--- config.mk ---
export PLATFORM = sky130hd
export DESIGN_NAME = membus_ctrl
export DESIGN_NICKNAME = d
export VERILOG_FILES = /design/src/rtl/membus_pkg.sv /design/src/rtl/membus_lane.sv /design/src/rtl/membus_ctrl.sv
export SDC_FILE = /design/constraint.sdc
export NUM_CORES = 1
export LEC_CHECK = 0
export CORE_MARGIN = 2
export CORE_UTILIZATION = 49
export DETAILED_ROUTE_END_ITERATION = 10
export PLACE_DENSITY = 0.81
export SLEW_MARGIN = 30
export SYNTH_ARGS = -nofsm -noshare
export SYNTH_HDL_FRONTEND = slang
export SYNTH_SLANG_ARGS = --single-unit
--- constraint.sdc ---
create_clock -name clk -period 3.2 [get_ports clk]
set_clock_uncertainty 0.1 [all_clocks]
set_input_delay 0.64 -clock clk [delete_from_list [all_inputs] [get_ports clk]]
set_output_delay 0.64 -clock clk [all_outputs]
set_load 0.005 [all_outputs]
--- src/rtl/membus_pkg.sv ---
// Shared types and constants for the memory-bus controller.
package membus_pkg;

  typedef enum logic [1:0] {
    StIdle,
    StIssue,
    StWait,
    StDone
  } state_e;

  // io_mode[1:0] access sizes; 3 is treated as a word.
  localparam logic [1:0] SZ_BYTE = 2'd0;
  localparam logic [1:0] SZ_HALF = 2'd1;
  localparam logic [1:0] SZ_WORD = 2'd2;

  // Address of MMIO register 0; register i lives 4*i bytes below.
  localparam logic [31:0] IO_TOP = 32'hFFFF_FFFC;

  // Register index for a word address (address bits [31:2]).
  function automatic logic [31:0] io_index(input logic [29:0] word_addr);
    return {2'b00, IO_TOP[31:2] - word_addr};
  endfunction

endpackage

--- src/rtl/membus_lane.sv ---
// Byte-lane steering: store enables/replication, misalign detect, load align/extend.
module membus_lane
  import membus_pkg::*;
(
  input  logic [1:0]  addr_lo_i,
  input  logic [2:0]  io_mode_i,
  input  logic [31:0] wdata_i,
  input  logic [31:0] rword_i,
  output logic [3:0]  be_o,
  output logic [31:0] wdata_o,
  output logic        misaligned_o,
  output logic [31:0] rdata_o
);

  logic [31:0] shifted;
  logic        sext;

  // Decode size into lane enables, replicated store data and extended load data.
  always_comb begin
    shifted      = rword_i >> {addr_lo_i, 3'b000};
    sext         = ~io_mode_i[2];
    be_o         = 4'b1111;
    wdata_o      = wdata_i;
    misaligned_o = 1'b0;
    rdata_o      = shifted;
    unique case (io_mode_i[1:0])
      SZ_BYTE: begin
        be_o    = 4'b0001 << addr_lo_i;
        wdata_o = {4{wdata_i[7:0]}};
        rdata_o = {{24{sext & shifted[7]}}, shifted[7:0]};
      end
      SZ_HALF: begin
        be_o         = 4'b0011 << {addr_lo_i[1], 1'b0};
        wdata_o      = {2{wdata_i[15:0]}};
        misaligned_o = addr_lo_i[0];
        rdata_o      = {{16{sext & shifted[15]}}, shifted[15:0]};
      end
      default: begin
        misaligned_o = (addr_lo_i != 2'b00);
      end
    endcase
  end

endmodule

--- src/rtl/membus_ctrl.sv ---
// Memory-bus controller: toggle-ack core port to byte-enabled RAM plus MMIO registers.
module membus_ctrl
  import membus_pkg::*;
#(
  parameter int unsigned RAM_ADDR_W = 14,
  parameter int unsigned NUM_IO     = 1,
  parameter int unsigned TIMEOUT    = 255
) (
  input  logic                    clk,
  input  logic                    reset_n,
  input  logic                    core_addr_valid,
  input  logic [31:0]             core_addr,
  input  logic                    core_data_valid,
  input  logic [31:0]             core_wdata,
  input  logic [2:0]              core_io_mode,
  input  logic                    core_ack,
  output logic                    core_addr_ack,
  output logic                    core_ready,
  output logic                    core_write_done,
  output logic [31:0]             core_rdata,
  output logic                    core_error,
  output logic                    mem_enable,
  output logic                    mem_write,
  output logic [3:0]              mem_byte_enable,
  output logic [RAM_ADDR_W-1:0]   mem_addr,
  output logic [31:0]             mem_wdata,
  input  logic [31:0]             mem_rdata,
  input  logic                    mem_busy,
  output logic [32*NUM_IO-1:0]    io_regs
);

  state_e                     state_q, state_d;
  logic                       ack_q, ack_d, ready_q, ready_d, wdone_q, wdone_d;
  logic                       error_q, error_d, men_q, men_d, mwrite_q, mwrite_d;
  logic                       store_q, store_d;
  logic [31:0]                rdata_q, rdata_d, mwdata_q, mwdata_d, wd_q, wd_d;
  logic [3:0]                 be_q, be_d;
  logic [RAM_ADDR_W-1:0]      maddr_q, maddr_d;
  logic [1:0]                 addr_lo_q, addr_lo_d;
  logic [2:0]                 mode_q, mode_d;
  logic [NUM_IO-1:0][31:0]    io_q, io_d;

  logic [31:0] io_idx, io_word, lane_rword, lane_wdata, lane_rdata;
  logic [3:0]  lane_be;
  logic [1:0]  lane_addr_lo;
  logic [2:0]  lane_mode;
  logic        lane_misaligned, ram_hit, io_hit, is_idle;

  assign is_idle = (state_q == StIdle);
  assign io_idx  = io_index(core_addr[31:2]);
  assign ram_hit = (core_addr[31:RAM_ADDR_W] == '0);
  assign io_hit  = (io_idx < 32'(NUM_IO));

  // The lane unit serves the live request in IDLE and the latched one on RAM return.
  assign lane_addr_lo = is_idle ? core_addr[1:0] : addr_lo_q;
  assign lane_mode    = is_idle ? core_io_mode : mode_q;
  assign lane_rword   = is_idle ? io_word : mem_rdata;

  membus_lane u_lane (
    .addr_lo_i    (lane_addr_lo),
    .io_mode_i    (lane_mode),
    .wdata_i      (core_wdata),
    .rword_i      (lane_rword),
    .be_o         (lane_be),
    .wdata_o      (lane_wdata),
    .misaligned_o (lane_misaligned),
    .rdata_o      (lane_rdata)
  );

  // Select the addressed MMIO register for readback.
  always_comb begin
    io_word = '0;
    for (int i = 0; i < NUM_IO; i++) begin
      if (io_idx == 32'(i)) io_word = io_q[i];
    end
  end

  // Next-state and registered-output logic.
  always_comb begin
    state_d   = state_q;
    ack_d     = ack_q;
    ready_d   = ready_q;
    wdone_d   = wdone_q;
    error_d   = error_q;
    men_d     = men_q;
    mwrite_d  = mwrite_q;
    store_d   = store_q;
    rdata_d   = rdata_q;
    mwdata_d  = mwdata_q;
    wd_d      = wd_q;
    be_d      = be_q;
    maddr_d   = maddr_q;
    addr_lo_d = addr_lo_q;
    mode_d    = mode_q;
    io_d      = io_q;
    unique case (state_q)
      StIdle: begin
        if (core_addr_valid && (core_ack != ack_q)) begin
          ack_d     = core_ack;
          ready_d   = 1'b0;
          error_d   = 1'b0;
          wdone_d   = 1'b0;
          store_d   = core_data_valid;
          addr_lo_d = core_addr[1:0];
          mode_d    = core_io_mode;
          if (lane_misaligned || !(ram_hit || io_hit)) begin
            error_d = 1'b1;
            rdata_d = '0;
            state_d = StDone;
          end else if (ram_hit) begin
            maddr_d  = core_addr[RAM_ADDR_W-1:0];
            be_d     = lane_be;
            mwdata_d = lane_wdata;
            mwrite_d = core_data_valid;
            men_d    = 1'b1;
            state_d  = StIssue;
          end else begin
            if (core_data_valid) begin
              for (int i = 0; i < NUM_IO; i++) begin
                if (io_idx == 32'(i)) begin
                  for (int b = 0; b < 4; b++) begin
                    if (lane_be[b]) io_d[i][8*b+:8] = lane_wdata[8*b+:8];
                  end
                end
              end
            end else begin
              rdata_d = lane_rdata;
            end
            state_d = StDone;
          end
        end
      end
      StIssue: begin
        men_d    = 1'b0;
        be_d     = '0;
        mwrite_d = 1'b0;
        wd_d     = '0;
        state_d  = StWait;
      end
      StWait: begin
        if (!mem_busy) begin
          if (!store_q) rdata_d = lane_rdata;
          ready_d = 1'b1;
          wdone_d = store_q;
          state_d = StIdle;
        end else begin
          wd_d = wd_q + 32'd1;
          if ((TIMEOUT != 0) && (wd_q + 32'd1 == TIMEOUT)) begin
            error_d = 1'b1;
            ready_d = 1'b1;
            wdone_d = store_q;
            state_d = StIdle;
          end
        end
      end
      StDone: begin
        ready_d = 1'b1;
        wdone_d = store_q;
        state_d = StIdle;
      end
      default: state_d = StIdle;
    endcase
  end

  // State and output registers; reset abandons any access in flight.
  always_ff @(posedge clk or negedge reset_n) begin
    if (!reset_n) begin
      state_q   <= StIdle;
      ack_q     <= 1'b0;
      ready_q   <= 1'b0;
      wdone_q   <= 1'b1;
      error_q   <= 1'b0;
      men_q     <= 1'b0;
      mwrite_q  <= 1'b0;
      store_q   <= 1'b0;
      rdata_q   <= '0;
      mwdata_q  <= '0;
      wd_q      <= '0;
      be_q      <= '0;
      maddr_q   <= '0;
      addr_lo_q <= '0;
      mode_q    <= '0;
      io_q      <= '0;
    end else begin
      state_q   <= state_d;
      ack_q     <= ack_d;
      ready_q   <= ready_d;
      wdone_q   <= wdone_d;
      error_q   <= error_d;
      men_q     <= men_d;
      mwrite_q  <= mwrite_d;
      store_q   <= store_d;
      rdata_q   <= rdata_d;
      mwdata_q  <= mwdata_d;
      wd_q      <= wd_d;
      be_q      <= be_d;
      maddr_q   <= maddr_d;
      addr_lo_q <= addr_lo_d;
      mode_q    <= mode_d;
      io_q      <= io_d;
    end
  end

  assign core_addr_ack   = ack_q;
  assign core_ready      = ready_q;
  assign core_write_done = wdone_q;
  assign core_rdata      = rdata_q;
  assign core_error      = error_q;
  assign mem_enable      = men_q;
  assign mem_write       = mwrite_q;
  assign mem_byte_enable = be_q;
  assign mem_addr        = maddr_q;
  assign mem_wdata       = mwdata_q;
  assign io_regs         = io_q;

endmodule

## After elaboration in Yosys (flattened, before gate mapping)

Index checks and enable logic that the tools add are counted.

| word-level totals | value |
|---|---|
| logic and storage cells | 117 |
| register bits | 160 |

| cells by class | value |
|---|---|
| reductions and logical operators | 25 |
| bitwise gates (word level) | 5 |
| mux-type cells | 46 |
| shift-type cells | 3 |
| equal/unequal tests | 16 |
| $add $sub $neg | 2 |
| magnitude comparators | 1 |

Operator list:

| operator | count |
|---|---|
| 32-bit 2-to-1 mux | 9 |
| 32-bit case mux with 2 select lines | 4 |
| 32-bit by 1-bit adder with 32-bit output, second input constant | 1 |
| 32-bit by 8-bit equality test with 1-bit output, second input constant | 1 |
| 32-bit logical NOT | 1 |
| 32-bit by 5-bit >> shifter with 32-bit output | 1 |
| 30-bit by 1-bit < comparator with 1-bit output, second input constant | 1 |
| 30-bit subtractor, first input constant | 1 |
| 7-bit AND reduction | 4 |
| 18-bit logical NOT | 1 |
| 4-bit case mux with 2 select lines | 2 |
| 1-bit 2-to-1 mux | 14 |
| 2-bit 2-to-1 mux | 6 |
| 4-bit 2-to-1 mux | 3 |
| 2-bit != test, second input constant | 6 |
| 4-bit AND reduction | 3 |
| 1-bit case mux with 2 select lines | 4 |
| 2-bit case mux with 4 select lines | 1 |
| 2-bit nonzero test | 4 |
| 3-bit by 2-bit != test with 1-bit output, second input constant | 2 |
| 1-bit case mux with 3 select lines | 2 |
| 2-bit AND reduction | 3 |
| 6-bit AND reduction | 1 |
| 2-bit by 1-bit equality test with 1-bit output, second input constant | 2 |
| other kinds (15) | 21 |

## Longest topological paths before layout

Gate-level depths: netlist of run 1.

| depth | value |
|---|---|
| depth after elaboration | 12 |
| gate-level depth with buffers | 11 |
| depth with buffers taken out | 9 |

## By module

Synthesis of run 1 repeated with hierarchy kept, for this count alone.

| unflattened totals | value |
|---|---|
| cell total of the unflattened synthesis | 966 |
| area, all modules | 9390.3 µm² |

Modules (own cells, without submodules):

| module | cells an instance | times used | area each (µm²) |
|---|---|---|---|
| membus_ctrl | 789 | 1 | 8120.3 |
| membus_lane | 177 | 1 | 1270.0 |

## Worst setup path before layout of run 1

Ideal clock, no wire load.

| path | value |
|---|---|
| kind | input port to flip-flop |
| start point | input port core_addr[31] |
| end point | register rdata_q[30] (netlist: core_rdata[30]) |
| arrival | 2.753 ns |
| stages on the path | 9 |
| buffers on the path | 1 |
| setup slack | 0.259 ns |
| library setup time | 0.088 ns |
| cell sequence | nand4_1 > or4_4 > a2111oi_4 > a21oi_1 > nand2b_1 > buf_6 > nand3b_4 > a311o_1 > o211ai_1 |

| on the way | value |
|---|---|
| cells in the longest elaborated chain, start to end | 12 |

Ends and longest elaborated chain:

| element | line | text |
|---|---|---|
| start, declared | membus_ctrl.sv:12 | `input logic [31:0] core_addr,` |
| 30-bit subtractor | membus_pkg.sv:21 | `return {2'b00, IO_TOP[31:2] - word_addr};` |
| 32-bit logical NOT | membus_ctrl.sv:74 | `if (io_idx == 32'(i)) io_word = io_q[i];` |
| 32-bit 2-to-1 mux | membus_ctrl.sv:74 |  |
| 32-bit 2-to-1 mux | membus_ctrl.sv:57 | `assign lane_rword = is_idle ? io_word : mem_rdata;` |
| 32-bit by 5-bit >> shifter with 32-bit output | membus_lane.sv:20 | `shifted = rword_i >> {addr_lo_i, 3'b000};` |
| 1-bit AND (on tied branches) | membus_lane.sv:36, membus_lane.sv:30 |  |
| 32-bit case mux with 2 select lines | membus_lane.sv:26 | `unique case (io_mode_i[1:0])` |
| 32-bit 2-to-1 mux | membus_ctrl.sv:118 | `if (core_data_valid) begin` |
| 32-bit 2-to-1 mux | membus_ctrl.sv:110 | `end else if (ram_hit) begin` |
| 32-bit 2-to-1 mux | membus_ctrl.sv:106 | `if (lane_misaligned \|\| !(ram_hit \|\| io_hit)) begin` |
| 32-bit 2-to-1 mux | membus_ctrl.sv:98 | `if (core_addr_valid && (core_ack != ack_q)) begin` |
| 32-bit case mux with 2 select lines | membus_ctrl.sv:96 | `unique case (state_q)` |
| end signal, assigned | membus_ctrl.sv:193 | `rdata_q <= rdata_d;` |
| end, declared | membus_ctrl.sv:36 | `logic [31:0] rdata_q, rdata_d, mwdata_q, mwdata_d, wd_q, wd_d;` |

Parallel ways exist; a longest one is shown, timed or not. The select of a mux whose other input is x is not followed.
A chain may end at the register's enable or synchronous reset.

## Worst setup path after layout of run 1

| path | value |
|---|---|
| start point | input port core_addr[31] |
| end point | register rdata_q[17] (netlist: core_rdata[17]) |

The elaborated chain is that of the path after synthesis.

==> results of run 1 <==
-- routing by layer --
layer  share of wire, %  wire [um]  track usage, %
met3                8.4       2307           6.210
met1                 40      11060           40.72
met4                4.2       1158           14.12
met2                 47      12920           48.28
met5                  0          0               0
-- final cells by class --
cell class	instances	area, um2
Clock buffer	19	442.9
Clock inverter	13	152.6
Fill cell	1188	4608
Inverter	6	22.52
Multi-Input combinational cell	627	4172
Sequential cell	160	4006
Tap cell	220	275.3
Timing Repair Buffer	316	3022
-- cells by family after synthesis --
logic type,count (synthesis),share of synthesized area (%)
AO/OA/AOI/OAI,270,20.59
AND/OR/NAND/NOR,256,15.41
flip-flops,160,47.53
multiplexers,96,12.29
buffers and inverters,70,3.563
XOR/XNOR,3,0.3119
adder cells (fa/ha/maj),2,0.2969
-- through the flow --
step                      setup slack [ns]  TNS [ns]  std cells  util [%]  hold slack [ns]
after floorplan                     0.2594         0        857         -           0.2444
after global placement             -0.2760    -11.19       1329     68.64           0.3613
after detailed placement           -0.3066    -13.75       1329     68.64           0.3695
after CTS                          0.07372         0       1361     72.21          0.05241
after global routing             0.0008769         0       1361     72.41          0.06082
final                               0.1143         0       1361     72.41          0.03491
-- sequential cells by signal, summed over array words and instances (netlist names) --
signal           flops
io_regs             32
core_write_done      1
mem_enable           1
mem_wdata           32
wd_q                32
core_rdata          32
mode_q               3
core_ready           1
mem_write            1
core_addr_ack        1
mem_byte_enable      4
mem_addr            14
core_error           1
addr_lo_q            2
store_q              1
state_q              2
-- Yosys cell counts, types with 5 or more instances --
| cell type | count |
|---|---|
| dfrtp_1 | 159 |
| nand2_1 | 95 |
| o21ai_0 | 94 |
| mux2_2 | 60 |
| a21oi_1 | 51 |
| clkbuf_1 | 45 |
| nor2_1 | 41 |
| mux2i_1 | 36 |
| nand4_1 | 32 |
| a22oi_1 | 23 |
| a31oi_1 | 18 |
| nand3_1 | 16 |
| buf_2 | 15 |
| a221oi_1 | 11 |
| o31ai_1 | 11 |
| and3_1 | 10 |
| o211ai_1 | 10 |
| nor4_1 | 9 |
| o22ai_1 | 9 |
| a221o_1 | 8 |
| a211oi_1 | 7 |
| nor3_1 | 7 |
| and2_1 | 6 |
| inv_1 | 6 |
| nand2b_1 | 5 |
| nor3b_1 | 5 |
-- worst max-delay path: stages --
cell	delay, ns
clkdlybuf4s50_1	0.49
nand4_1	0.12
or4_4	0.57
a2111oi_4	0.43
a21oi_1	0.13
nand2b_1	0.18
nand3b_4	0.19
a311oi_4	0.26
buf_4	0.21
a221o_1	0.12
-- path summary, 6_finish.rpt --
kind / depth (start not counted) / startpoint / slack, ns / end
max reg2reg: 9 / wd_q[0]$_DFFE_PN0P_ / 0.20 / core_ready$_DFFE_PN0P_
max in group asynchronous: 2 / reset_n / 2.19 / mem_wdata[9]$_DFFE_PN0P_
max: 10 / core_addr[31] / 0.11 / core_rdata[17]$_DFFE_PN0P_
min reg2reg: 2 / mem_wdata[22]$_DFFE_PN0P_ / 0.38 / mem_wdata[22]$_DFFE_PN0P_
min: 1 / reset_n / 0.03 / core_rdata[4]$_DFFE_PN0P_
min in group clk: 2 / mem_wdata[22]$_DFFE_PN0P_ / 0.38 / mem_wdata[22]$_DFFE_PN0P_
-- power by group through the flow --
stage / sequential, uW / combinational (uW) / clock [uW]
floorplan: 2500 / 1760 / 0
global placement: 2560 / 3210 / 0
detailed placement: 2570 / 3270 / 0
CTS: 2540 / 3310 / 2090
global route: 2580 / 3620 / 2180
finish: 2550 / 3360 / 2080
==> results.py, run 1 <==
metrics = {
    "critical_path": {
        "path_class": "in2reg",
        "end_kind": "flop",
        "critPathLaunchType": "input port",
        "required_ns": 3.47,
        "cp_max_fo": 8,
        "crit_arrival_ns": 3.35,
    },
    "logic_synthesis": {
        "yosys_warnings": 0,
        "syn_area_um2": 8427,
        "async_flop_share_pct": 100.0,
        "synth_seq_cells": 160,
        "synth-seq-area-share_pct": 47.53,
        "synth-edff-count": 0,
        "syn_area_per_cell_um2": 9.833,
        "yosys_most_used_dff": "dfrtp_1",
        "syn-num-nets": 964,
        "ys_types": 63,
        "synth_top_area_share_pct": 47.22,
        "synthCells": 857,
        "synth.top_cells.by_area": "dfrtp_1, mux2_2, o21ai_0",
        "synth_largest_area_cell": "dfrtp_1",
    },
    "power_and_ir_drop": {
        "seq_power_share_pct": 31.9,
        "switchingPower_uw": 2916,
        "power_frac_comb_pct": 42.0,
        "power_uw": 7984,
        "worst_ir_drop_vdd_uv": 635.2,
        "clkPwrFrac_pct": 26.1,
        "p_leak_uw": 0.005222,
        "switching_share_pct": 36.52,
        "intPower_uw": 5069,
        "power_density_nw_per_um2": 660.3,
    },
    "clocking": {
        "h-tree-depth": 4,
        "cts_tree": "done",
        "cts_buffers": 17,
        "cts_root_buf": "clkbuf_16",
        "clk_latency_ns": 0.43,
        "postCtsSetupBuffers": 0,
        "cts_sinks": 160,
        "clk_pin_slew_ns": 0.06,
        "ctsHoldBuffers": 0,
        "cts_resized": 0,
        "cts_buffer_depth": 2,
    },
    "global_route": {
        "grt.overflow.total": 0,
        "antenna_found_initial": 0,
        "grt_pass1_wl_um": 43590,
        "grt_pass1_vias": 8095,
        "grt.total_usage_pct": 30.55,
        "grt_start_max_net_pins": 56,
    },
    "placed_design": {
        "io_buffers": 224,
        "hpwl_um": 19840,
        "post_dp_cell_area_um2": 11460,
        "routabilityCongestion": 0.8966,
    },
    "drt": {
        "routedWlPerCell_um": 20.16,
        "detail-route-antenna-nets": 0,
        "vias": 8444,
        "drcViolationCount": 0,
        "dr.pass1.iters": 5,
        "wl_um": 27440,
        "viasPerCell": 6.204,
        "drt_iter0_drc": 810,
    },
    "floorplanning": {
        "ioPinCount": 225,
        "die-width_um": 135.1,
        "dieArea_um2": 18260,
        "start_util_pct": 50.46,
        "dieHeight_um": 135.1,
        "row_count": 47,
        "core-area_um2": 16700,
    },
    "sta": {
        "rsz0062_at_grt": "no",
        "post-route-min-period_ns": 3.086,
        "fmax_mhz": 324.1,
        "period_share_pct": 96.43,
        "maxSlewHeadroom_pct": 58.30,
        "drv_slew": 0,
        "hold_violations": 0,
        "worstMarginPinSlew_ns": 0.6198,
        "setup-violations-final": 0,
    },
    "run_status": {
        "status": "completed",
    },
    "min_path": {
        "hold_class": "in2async",
    },
    "final_layout": {
        "syn_to_final_growth_pct": 43.50,
        "final_common_cell": "clkdlybuf4s50_1",
        "antenna_cells": 0,
        "final_area_um2": 12090,
        "drive_gt1_share_pct": 18.58,
        "final_cell_mix": "clkdlybuf4s50_1, dfrtp_1, o21ai_0",
        "nets": 1235,
    },
    "job": {
        "maxCapViolations": 0,
    },
}
Note: power is estimated with default switching activity, not from simulation.
==> inputs of run 2 (changes only) <==
Settings changed: CTS_BUF_LIST set to sky130_fd_sc_hd__clkbuf_16.
==> results.py, run 2 (same netlist as run 1, synthesis figures left out) <==
metrics = {
    "power_and_ir_drop": {
        "p_leak_uw": 0.005221,
        "power_density_nw_per_um2": 659.2,
        "seq_power_share_pct": 32.0,
        "intPower_uw": 5042,
        "switching_share_pct": 36.70,
        "clkPwrFrac_pct": 25.8,
        "switchingPower_uw": 2923,
        "power_uw": 7965,
        "power_frac_comb_pct": 42.2,
        "worst_ir_drop_vdd_uv": 630.9,
    },
    "critical_path": {
        "critPathLaunchType": "input port",
        "ff2ff_setup_slack_ns": 0.21,
        "crit_arrival_ns": 3.35,
        "cp_max_fo": 8,
        "required_ns": 3.47,
        "path_class": "in2reg",
        "end_kind": "flop",
    },
    "global_route": {
        "grt_pass1_wl_um": 43730,
        "grt_start_max_net_pins": 56,
        "antenna_found_initial": 0,
        "grt.total_usage_pct": 30.67,
        "grt.overflow.total": 0,
        "grt_pass1_vias": 8095,
    },
    "final_layout": {
        "drive_gt1_share_pct": 18.49,
        "syn_to_final_growth_pct": 43.38,
        "antenna_cells": 0,
        "final_common_cell": "clkdlybuf4s50_1",
        "final_cell_mix": "clkdlybuf4s50_1, dfrtp_1, o21ai_0",
        "final_area_um2": 12080,
        "nets": 1235,
    },
    "clocking": {
        "ctsHoldBuffers": 0,
        "cts_sinks": 160,
        "clk_pin_slew_ns": 0.06,
        "h-tree-depth": 4,
        "cts_tree": "done",
        "clk_latency_ns": 0.43,
        "cts_buffer_depth": 2,
        "cts_buffers": 17,
        "cts_resized": 0,
        "cts_root_buf": "clkbuf_16",
        "postCtsSetupBuffers": 0,
    },
    "floorplanning": {
        "die-width_um": 135.1,
        "dieHeight_um": 135.1,
        "ioPinCount": 225,
        "dieArea_um2": 18260,
        "start_util_pct": 50.46,
        "core-area_um2": 16700,
        "row_count": 47,
    },
    "drt": {
        "routedWlPerCell_um": 20.22,
        "dr.pass1.iters": 5,
        "drt_iter0_drc": 778,
        "wl_um": 27530,
        "viasPerCell": 6.171,
        "drcViolationCount": 0,
        "detail-route-antenna-nets": 0,
        "vias": 8399,
    },
    "sta": {
        "fmax_mhz": 324.3,
        "setup-violations-final": 0,
        "period_share_pct": 96.36,
        "post-route-min-period_ns": 3.084,
        "drv_slew": 0,
        "hold_violations": 0,
        "worstMarginPinSlew_ns": 0.6594,
        "rsz0062_at_grt": "yes",
        "maxSlewHeadroom_pct": 55.63,
        "setup-tns-final_ns": 0,
    },
    "placed_design": {
        "post_dp_cell_area_um2": 11460,
        "io_buffers": 224,
        "routabilityCongestion": 0.8966,
        "hpwl_um": 19840,
    },
    "min_path": {
        "hold_class": "in2async",
    },
    "run_status": {
        "status": "completed",
    },
    "job": {
        "maxCapViolations": 0,
    },
}
==> run 2: critical path, stage by stage <==
cell	delay, ns
clkdlybuf4s50_1	0.49
nand4_1	0.12
or4_4	0.57
a2111oi_4	0.43
a21oi_1	0.13
nand2b_1	0.18
nand3b_4	0.19
a311oi_4	0.26
buf_4	0.21
a221o_1	0.12
==> run 2: layout make-up <==
type	instances	area [um2]
clock buffers	17	425.4
flip-flops and latches	160	4006
well taps	220	275.3
fillers	1199	4618
clock inverters	15	160.2
inverters	6	22.52
repair buffers	316	3022
multi-input cells	627	4172
==> run 2: per-layer routing <==
| layer | track usage [%] | routed length [um] |
|---|---|---|
| met1 | 40.65 | 11000 |
| met2 | 48.53 | 13010 |
| met3 | 6.584 | 2371 |
| met4 | 14.06 | 1148 |
| met5 | 0 | 0 |
==> run 2: worst paths after layout <==
path,startpoint,end,depth (start not counted)
max,core_addr[31],core_rdata[17]$_DFFE_PN0P_,10
min,reset_n,core_rdata[4]$_DFFE_PN0P_,1
max reg2reg,wd_q[0]$_DFFE_PN0P_,state_q[1]$_DFFE_PN0P_,9
min reg2reg,mem_wdata[22]$_DFFE_PN0P_,mem_wdata[22]$_DFFE_PN0P_,2
max in group asynchronous,reset_n,mem_wdata[9]$_DFFE_PN0P_,2
min in group clk,mem_wdata[22]$_DFFE_PN0P_,mem_wdata[22]$_DFFE_PN0P_,2
==> run 2: per-stage QoR <==
stage | cells | util [%] | hold WS, ns | worst slack [ns]
after floorplan | 857 | - | 0.2444 | 0.2594
after global placement | 1329 | 68.64 | 0.3613 | -0.2760
after detailed placement | 1329 | 68.64 | 0.3695 | -0.3066
after CTS | 1361 | 72.15 | 0.05421 | 0.06427
after global routing | 1361 | 72.35 | 0.06496 | -0.01613
final | 1361 | 72.35 | 0.04322 | 0.1163
==> run 2: power groups by stage <==
stage | Combinational, uW | Sequential, uW | Clock [uW]
after floorplan | 1760 | 2500 | 0
after global placement | 3210 | 2560 | 0
after detailed placement | 3270 | 2570 | 0
after CTS | 3310 | 2540 | 2070
after global routing | 3630 | 2580 | 2150
final | 3360 | 2550 | 2050
==> inputs of run 3 (changes only) <==
Clock period 3.2 ns to 3.3 ns, I/O delays scaled along.
==> results.py, run 3 (same netlist as run 1, synthesis figures left out) <==
metrics = {
    "floorplanning": {
        "dieArea_um2": 18260,
        "ioPinCount": 225,
        "start_util_pct": 50.46,
        "core-area_um2": 16700,
        "dieHeight_um": 135.1,
        "die-width_um": 135.1,
        "row_count": 47,
    },
    "clocking": {
        "postCtsSetupBuffers": 0,
        "ctsHoldBuffers": 0,
        "cts_sinks": 160,
        "cts_tree": "done",
        "clk_pin_slew_ns": 0.06,
        "cts_buffer_depth": 2,
        "h-tree-depth": 4,
        "cts_resized": 0,
        "cts_buffers": 17,
        "cts_root_buf": "clkbuf_16",
        "clk_latency_ns": 0.44,
    },
    "drt": {
        "viasPerCell": 6.124,
        "routedWlPerCell_um": 20.28,
        "drcViolationCount": 0,
        "detail-route-antenna-nets": 0,
        "drt_iter0_drc": 771,
        "vias": 8274,
        "dr.pass1.iters": 5,
        "wl_um": 27400,
    },
    "sta": {
        "rsz0062_at_grt": "no",
        "hold_violations": 0,
        "worstMarginPinSlew_ns": 0.6317,
        "period_share_pct": 93.80,
        "setup-violations-final": 0,
        "fmax_mhz": 323.1,
        "drv_slew": 0,
        "maxSlewHeadroom_pct": 57.50,
        "worst_slack_ns": 0.2046,
        "post-route-min-period_ns": 3.095,
    },
    "critical_path": {
        "critPathLaunchType": "input port",
        "end_kind": "flop",
        "crit_arrival_ns": 3.34,
        "required_ns": 3.55,
        "path_class": "in2reg",
        "reg2reg_depth": 9,
        "cp_max_fo": 8,
    },
    "placed_design": {
        "post_dp_cell_area_um2": 11400,
        "hpwl_um": 20190,
        "place_ws_ns": -0.2488,
        "io_buffers": 224,
        "routabilityCongestion": 0.9322,
    },
    "power_and_ir_drop": {
        "power_density_nw_per_um2": 634.1,
        "power_uw": 7587,
        "worst_ir_drop_vdd_uv": 520.7,
        "p_leak_uw": 0.005167,
    },
    "final_layout": {
        "multi_input_area_um2": 4150,
        "post-route-util_pct": 71.64,
        "syn_to_final_growth_pct": 41.99,
        "final_area_um2": 11970,
        "seq_area_um2": 4008,
        "drive_gt1_share_pct": 17.79,
        "nets": 1225,
        "final.fill_count": 1245,
        "final_cell_mix": "clkdlybuf4s50_1, dfrtp_1, o21ai_0, nand2_1, buf_4",
        "final_common_cell": "clkdlybuf4s50_1",
    },
    "job": {
        "maxCapViolations": 0,
    },
    "min_path": {
        "hold_class": "in2async",
    },
    "run_status": {
        "status": "completed",
    },
    "global_route": {
        "grt_pass1_vias": 8260,
        "grt.overflow.total": 0,
        "grt.total_usage_pct": 31.03,
        "grt_start_max_net_pins": 61,
        "grt_pass1_wl_um": 44110,
        "antenna_found_initial": 1,
    },
}
[run 3: final timing paths]
check                                           from                    endpoint  slack (ns)
max                                     core_addr[6]  core_rdata[29]$_DFFE_PN0P_        0.20
min                                          reset_n   core_rdata[4]$_DFFE_PN0P_        0.09
max reg2reg                      wd_q[0]$_DFFE_PN0P_      state_q[1]$_DFFE_PN0P_        0.26
min reg2reg                mem_wdata[11]$_DFFE_PN0P_   mem_wdata[11]$_DFFE_PN0P_        0.39
max in group asynchronous                    reset_n  core_rdata[16]$_DFFE_PN0P_        2.19
min in group clk           mem_wdata[11]$_DFFE_PN0P_   mem_wdata[11]$_DFFE_PN0P_        0.39
[run 3: through the flow]
step / hold WS, ns / cells / setup TNS [ns]
after CTS: 0.1098 / 1350 / 0
after detailed placement: 0.3715 / 1319 / -9.581
after floorplan: 0.2644 / 857 / 0
after global placement: 0.3589 / 1319 / -6.514
after global routing: 0.1405 / 1351 / 0
final: 0.08719 / 1351 / 0
[run 3: cell type report]
| type | instances | area share [%] |
|---|---|---|
| antenna | 1 | 0.02091 |
| clock buffer | 17 | 3.555 |
| clock inverter | 14 | 1.025 |
| inverter | 6 | 0.1882 |
| multi-input combinational | 627 | 34.69 |
| sequential | 160 | 33.49 |
| tap | 220 | 2.301 |
| timing repair buffer | 306 | 24.73 |
[run 3: worst max-delay path, cell delays in order]
cell and delay (ns):
clkdlybuf4s50_1 0.48, nand4_1 0.14, or4_1 0.61, a2111oi_4 0.36, a21oi_1 0.13, nand2b_1 0.19
nand3b_4 0.19, a311o_2 0.46, o211ai_1 0.12
[run 3: power breakdown]
group	switching [uW]	internal (uW)	total, uW
registers	244	2240	2480
clock network	891	985	1880
logic	1720	1520	3230
total	2850	4740	7590
[run 3: metal layers]
metal / global-route usage [%] / share of wire (%) / vias up
met5: 0 / 0 / -
met4: 14.12 / 3.7 / 0
met3: 5.911 / 7.2 / 71
met2: 50.87 / 48 / 390
met1: 40.15 / 41 / 4046
li1: - / - / 3767
